<file path="src/rtl/cpu_pkg.sv">
// Shared types and constants for the ID-stage operand forwarding scoreboard.
// Declares the per-stage writer tag, the stage index constants and the value
// of the forward-select field that means "read from the register file".
package cpu_pkg;

  localparam int unsigned SLOT_AW = 5;
  localparam int unsigned SLOT_SW = 2;

  localparam logic [SLOT_SW-1:0] STG_EX  = 2'd0;
  localparam logic [SLOT_SW-1:0] STG_MEM = 2'd1;
  localparam logic [SLOT_SW-1:0] STG_WB  = 2'd2;
  localparam logic [SLOT_SW-1:0] RF_SEL  = 2'd3;

  // One in-flight GPR writer: destination plus the slot at which its result is valid.
  typedef struct packed {
    logic               valid;
    logic [SLOT_AW-1:0] waddr;
    logic [SLOT_SW-1:0] rdy_stg;
  } fwd_slot_t;

endpackage

</file>
<file path="src/rtl/fwd_port_sel.sv">
// Combinational forwarding select for one ID read port.
// Ports:
//   rd_en, rd_addr  - read request of this port
//   rf_rdata        - register-file data for this port
//   slots           - in-flight writer tags, slot 0 youngest
//   stg_wdata       - result bus of every slot
//   rdata_c         - forwarded operand
//   fwd_sel_c       - slot forwarded from, or NSTG for register file
//   hazard_c        - youngest matching writer is not ready yet
module fwd_port_sel
  import cpu_pkg::*;
#(
  parameter int unsigned DW   = 32,
  parameter int unsigned AW   = SLOT_AW,
  parameter int unsigned NSTG = 3,
  parameter int unsigned SW   = SLOT_SW
) (
  input  logic                    rd_en,
  input  logic [AW-1:0]           rd_addr,
  input  logic [DW-1:0]           rf_rdata,
  input  fwd_slot_t [NSTG-1:0]    slots,
  input  logic [NSTG*DW-1:0]      stg_wdata,
  output logic [DW-1:0]           rdata_c,
  output logic [SW-1:0]           fwd_sel_c,
  output logic                    hazard_c
);

  localparam logic [SW-1:0] SEL_RF = SW'(NSTG);

  logic          hit;
  logic [SW-1:0] hit_k;
  logic [SW-1:0] hit_rdy;

  // Scan oldest to youngest so the youngest match overwrites older ones.
  always_comb begin
    hit     = 1'b0;
    hit_k   = '0;
    hit_rdy = '0;
    for (int k = int'(NSTG) - 1; k >= 0; k--) begin
      if (slots[k].valid && (slots[k].waddr == SLOT_AW'(rd_addr))) begin
        hit     = 1'b1;
        hit_k   = SW'(k);
        hit_rdy = SW'(slots[k].rdy_stg);
      end
    end
  end

  // r0 and unused ports always take the register file and never stall.
  always_comb begin
    rdata_c   = rf_rdata;
    fwd_sel_c = SEL_RF;
    hazard_c  = 1'b0;
    if (rd_en && (rd_addr != '0) && hit) begin
      if (hit_k >= hit_rdy) begin
        rdata_c   = stg_wdata[32'(hit_k) * DW +: DW];
        fwd_sel_c = hit_k;
      end else begin
        hazard_c = 1'b1;
      end
    end
  end

endmodule

</file>
<file path="src/rtl/id_fwd_scoreboard.sv">
// ID-stage operand forwarding and RAW hazard unit.
// Tracks each in-flight GPR writer in a tag shift register that advances
// with the pipeline, forwards ready results to NRP read ports, raises a
// single stall request and counts stalled advance cycles.
// Ports:
//   clk_i, rst_i          - clock, async active-high reset
//   adv_i, flush_i        - pipeline advance / flush of youngest slots
//   issue_*               - writer tag of the instruction leaving ID
//   rd_en_i, rd_addr_i    - ID read ports
//   rf_rdata_i            - register-file read data
//   stg_wdata_i           - per-slot result buses
//   rdata_o, fwd_sel_o    - forwarded operands and their source (combinational)
//   stall_o               - ID must hold (combinational)
//   stall_cnt_o           - saturating stall-cycle counter
module id_fwd_scoreboard
  import cpu_pkg::*;
#(
  parameter int unsigned DW          = 32,
  parameter int unsigned AW          = SLOT_AW,
  parameter int unsigned NRP         = 2,
  parameter int unsigned NSTG        = 3,
  parameter int unsigned SW          = SLOT_SW,
  parameter int unsigned FLUSH_DEPTH = 2
) (
  input  logic                clk_i,
  input  logic                rst_i,
  input  logic                adv_i,
  input  logic                flush_i,
  input  logic                issue_valid_i,
  input  logic                issue_we_i,
  input  logic [AW-1:0]       issue_waddr_i,
  input  logic [SW-1:0]       issue_rdy_stg_i,
  input  logic [NRP-1:0]      rd_en_i,
  input  logic [NRP*AW-1:0]   rd_addr_i,
  input  logic [NRP*DW-1:0]   rf_rdata_i,
  input  logic [NSTG*DW-1:0]  stg_wdata_i,
  output logic [NRP*DW-1:0]   rdata_o,
  output logic [NRP*SW-1:0]   fwd_sel_o,
  output logic                stall_o,
  output logic [31:0]         stall_cnt_o
);

  fwd_slot_t [NSTG-1:0] slot_q, slot_d;
  logic [31:0]          stall_cnt_q, stall_cnt_d;
  logic [NRP-1:0]       hazard;
  logic                 capture;
  fwd_slot_t            issue_tag;

  // Per-port youngest-match search and ready check.
  for (genvar p = 0; p < int'(NRP); p++) begin : g_port
    fwd_port_sel #(
      .DW   (DW),
      .AW   (AW),
      .NSTG (NSTG),
      .SW   (SW)
    ) u_sel (
      .rd_en     (rd_en_i[p]),
      .rd_addr   (rd_addr_i[p*AW +: AW]),
      .rf_rdata  (rf_rdata_i[p*DW +: DW]),
      .slots     (slot_q),
      .stg_wdata (stg_wdata_i),
      .rdata_c   (rdata_o[p*DW +: DW]),
      .fwd_sel_c (fwd_sel_o[p*SW +: SW]),
      .hazard_c  (hazard[p])
    );
  end

  // A flushed ID instruction must not hold the pipeline.
  assign stall_o     = (|hazard) && !flush_i;
  assign stall_cnt_o = stall_cnt_q;

  assign capture = issue_valid_i && issue_we_i && (issue_waddr_i != '0) && !stall_o;

  always_comb begin
    issue_tag         = '0;
    issue_tag.valid   = 1'b1;
    issue_tag.waddr   = SLOT_AW'(issue_waddr_i);
    issue_tag.rdy_stg = SLOT_SW'(issue_rdy_stg_i);
  end

  // Slot update: flush kills the youngest slots, otherwise shift on advance.
  always_comb begin
    slot_d = slot_q;
    if (flush_i) begin
      if (adv_i) begin
        for (int unsigned k = 1; k < NSTG; k++) slot_d[k] = slot_q[k-1];
      end
      for (int unsigned k = 0; k < FLUSH_DEPTH; k++) slot_d[k] = '0;
    end else if (adv_i) begin
      for (int unsigned k = 1; k < NSTG; k++) slot_d[k] = slot_q[k-1];
      slot_d[0] = capture ? issue_tag : '0;
    end
  end

  // Stall counter saturates instead of wrapping.
  always_comb begin
    stall_cnt_d = stall_cnt_q;
    if (stall_o && adv_i && (stall_cnt_q != 32'hFFFF_FFFF)) begin
      stall_cnt_d = stall_cnt_q + 32'd1;
    end
  end

  always_ff @(posedge clk_i or posedge rst_i) begin
    if (rst_i) begin
      slot_q      <= '0;
      stall_cnt_q <= '0;
    end else begin
      slot_q      <= slot_d;
      stall_cnt_q <= stall_cnt_d;
    end
  end

endmodule
</file>
<file path="config.mk">
export PLATFORM = sky130hd
export DESIGN_NAME = id_fwd_scoreboard
export DESIGN_NICKNAME = d
export VERILOG_FILES = /design/src/rtl/cpu_pkg.sv /design/src/rtl/fwd_port_sel.sv /design/src/rtl/id_fwd_scoreboard.sv
export SDC_FILE = /design/constraint.sdc
export NUM_CORES = 1
export LEC_CHECK = 0
export ABC_AREA = 1
export CAP_MARGIN = 40
export CORE_MARGIN = 8
export CORE_UTILIZATION = 43
export DETAILED_ROUTE_END_ITERATION = 8
export PLACE_DENSITY = 0.8
export SLEW_MARGIN = 40
export SYNTH_ARGS = -nofsm -noshare
export SYNTH_HDL_FRONTEND = slang
export SYNTH_SLANG_ARGS = --single-unit
</file>
<file path="constraint.sdc">
create_clock -name clk_i -period 3.6 [get_ports clk_i]
set_input_delay 0.54 -clock clk_i [delete_from_list [all_inputs] [get_ports clk_i]]
set_output_delay 0.54 -clock clk_i [all_outputs]
set_load 0.02 [all_outputs]
</file>
==> run summary <==
Outcome - finished, violations left
Failing checks - setup timing
Die width - 137 um
Layout Cells excl Fill - 1,562
FP Rows - 44
Synth Net Count - 1,236
Gr usage total - 27.0%
Asr flop ratio synth - 100%
Internal reg-to-reg setup slack - 390 ps
Total gr overflow - 0
Met3 Use GR - 5.43%
DR pass1 iterations - 5
Initial antenna violation count - 1
Worst setup EP type - output pin
Crit Path Max Fanout - 6
Num CTS Buffers - 5
RSZ-0062 raised after global routing - true
I/O pins - 286
Area delta synth->final - 60.4%
Min-Delay Path Depth - 2
Peak Freq - 277 MHz
Average wire per standard cell - 17.8 um
Final wirelength - 27.9 mm
Dpl ws - -846 ps
Share of the yosys chip area belonging to registers - 22.2%
Critical path class - reg2out
H-tree Lvls - 2
Via density per instance - 5.20
Pwr dens - 164 nW/um2
Core ar. - 14,400 um2
Filler cells - 1,226
Nets - 1,568
CTS root buf - clkbuf_16
Max-slew headroom - 52.9%
Clock transition at the registers of the reported paths - 70 ps
CTS tree - yes
Max Slew Vio Count - 0
GPL Wtd Cong - 0.979
Largest net degree at the start of global routing - 66
Clk buf depth - 2
Final Cycle Share - 100%
Syn Std Cell Area - 6310 um2
WP data required - 3060 ps
GR met2 Demand/Resource - 46.5%
Syn_area_per_cell - 6.03 um2
Startpoint types - flip-flop
Worst path bufs/invs - 8
Placed Cells - 1,527
Wire length of the first global-routing pass - 40.4 mm
Starting Density - 43.8%
Worst-margin pin slew - 706 ps
Worst r2r dst - stall_cnt_o[22]$_DFFE_PP0P_
Layout cells sized above 1 - 18.8%
Worst R2R Path Depth - 24
Hold Slack - 515 ps
Vias in the first global route - 7,442
Maximum VDD drop - 0.000159 V
Min setup slack post-route - -13.7 ps
Reg2reg start - slot_q[14]$_DFFE_PP0P_
Worst path max stage delay - 410 ps
Setup-failing EPs final - 1
Starting DRT DRC Count - 631
Clk_lat worst skew - 290 ps
Synth Register Bits - 56
Clock sink count - 56
Met1 Use GR - 32.6%
DR vias - 8,129
Die ar. - 18,800 um2
Data arrival, critical path - 3070 ps
Top Family by Delay on Critical Path - buffers and inverters
Residual DRC - 0
Ant diodes - 0
Ys flop type - dfrtp_1
Post-synth EDFFs - 0
Synth area leader - nand2_1
Cells after Synth - 1,046
Minimum clock period - 3610 ps
Worst-path cell chain - inv_2, nand2_1, nand2_1, nor2_2, nand3_2, nand4_1, buf_4, inv_2, nand2_2, inv_2, ha_4, inv_2, nor2_4, a211oi_2, buf_4, nor2_4, bufbuf_16, mux2i_2, buf_4
Leakage - 4.93 nW
Port Buffers - 285
Most used cell, CP - inv_2
Hold Violations, Final - 0
Max cap viols - 0
Setup Skew - 5.28 ps
GRT busiest layer - met2
CP max-delay cell - dfrtp_1
Detailed Place HPWL - 20.9 mm
Hold Crit Class - reg2reg
Area contributors post-synth - nand2_1 24%, dfrtp_1 22%, mux2i_1 10%
Synth unique cells - 37
Hold path start - stall_cnt_o[31]$_DFFE_PP0P_
Warnings, synthesis - 0
Destination of the worst hold path - stall_cnt_o[31]$_DFFE_PP0P_
Area share of the largest cell type after synthesis - 24.1%
DIE HEIGHT - 137 um
Post-route ant nets - 0
-- cells in the mapped netlist (4+ instances only) --
cell type / count
buf_2: 19
buf_6: 13
clkbuf_1: 4
dfrtp_1: 56
ha_1: 5
inv_1: 167
inv_2: 15
mux2i_1: 64
nand2_1: 405
nand2_2: 5
nand3_1: 84
nand3_2: 5
nand4_1: 18
nor2_1: 42
nor2_2: 10
nor2_4: 4
nor3_1: 15
nor4_1: 4
o21ai_0: 21
o21ai_1: 30
o22ai_1: 12
xor2_1: 21
-- through the flow --
stage          util [%]  setup TNS (ps)  area (um2)  power [mW]
4_1_cts            67.9               0        9800        1.65
6_report           70.2           -13.7       10100        1.66
3_3_place_gp       66.2          -43050        9550        1.20
2_1_floorplan         -               0        6310       0.852
5_1_grt            70.2           -3660       10100        1.73
3_5_place_dp       66.2          -48820        9550        1.21
-- final cells by class --
type | instances | area, um2 | share of cell area, %
Sequential cell | 56 | 1400 | 13.8
Multi-Input combinational cell | 768 | 4210 | 41.5
Clock buffer | 6 | 129 | 1.27
Clock inverter | 1 | 5.00 | 0.0494
Inverter | 184 | 694 | 6.86
Tap cell | 184 | 230 | 2.27
Timing Repair Buffer | 363 | 3460 | 34.2
-- report_power, final --
part | internal, mW | switching (mW) | leakage (nW) | total, mW
Clock | 0.253 | 0.208 | 0.0667 | 0.462
Combinational | 0.305 | 0.255 | 4.09 | 0.560
Sequential | 0.634 | 0.00465 | 0.773 | 0.638
-- layer usage --
metal / wire (um) / share of wire, % / vias to the layer above
li1: - / - / 3938
met1: 10500 / 38 / 3729
met2: 13800 / 49 / 383
met3: 2550 / 9.1 / 77
met4: 990 / 3.6 / 2
met5: 13 / 0.047 / -
-- kinds of logic after synthesis --
family / Yosys count / share of synthesized area (%)
simple gates: 601 / 41.4
buf+inv: 222 / 15.2
compound gates: 73 / 6.40
mux: 64 / 10.1
flops: 56 / 22.2
xor+xnor: 25 / 3.59
fa+ha+maj: 5 / 0.991
-- timing repair --
item | 4_1_cts | 5_1_grt
setup buffers | 7 | 17
pin swaps | 15 | 21
setup endpoints to repair | 69 | 69
resized for setup | 326 | 120
hold buffers | 0 | 0
cloned | 4 | 3
-- state kept, by name, indices dropped and copies added, names as in the netlist --
register     flops
stall_cnt_o     32
slot_q          24
-- tightest hold or removal path, cell delays in order, from the launching register on --
cell and delay, ps:
dfrtp_1 360, nand2_1 60, nand2_1 60
-- layout by cell type (no fill, tap or decap), types with 11 or more instances in the layout --
cell             instances
inv_2                   23
o21ai_0                 18
dfrtp_1                 55
inv_1                  158
mux2i_1                 51
clkdlybuf4s50_1        206
buf_6                   12
nor3_1                  15
nand2_1                398
o22ai_1                 12
nand2_2                 11
nand3_1                 81
buf_2                   18
buf_4                  105
o21ai_1                 31
xor2_1                  21
nand4_1                 18
nor2_1                  36
-- worst max-delay path by stage --
| stage | cells past startpoint | from | endpoint | slack, ps |
|---|---|---|---|---|
| floorplan | 18 | rd_addr_i[5] | stall_o | 110 |
| global placement | 19 | rd_addr_i[6] | rdata_o[56] | -810 |
| detailed placement | 19 | rd_addr_i[6] | rdata_o[56] | -850 |
| CTS | 18 | slot_q[11]$_DFFE_PP0P_ | rdata_o[16] | 2 |
| global route | 20 | slot_q[14]$_DFFE_PP0P_ | rdata_o[62] | -120 |
| finish | 19 | slot_q[14]$_DFFE_PP0P_ | rdata_o[11] | -10 |
(Power assumes the default switching activity.)
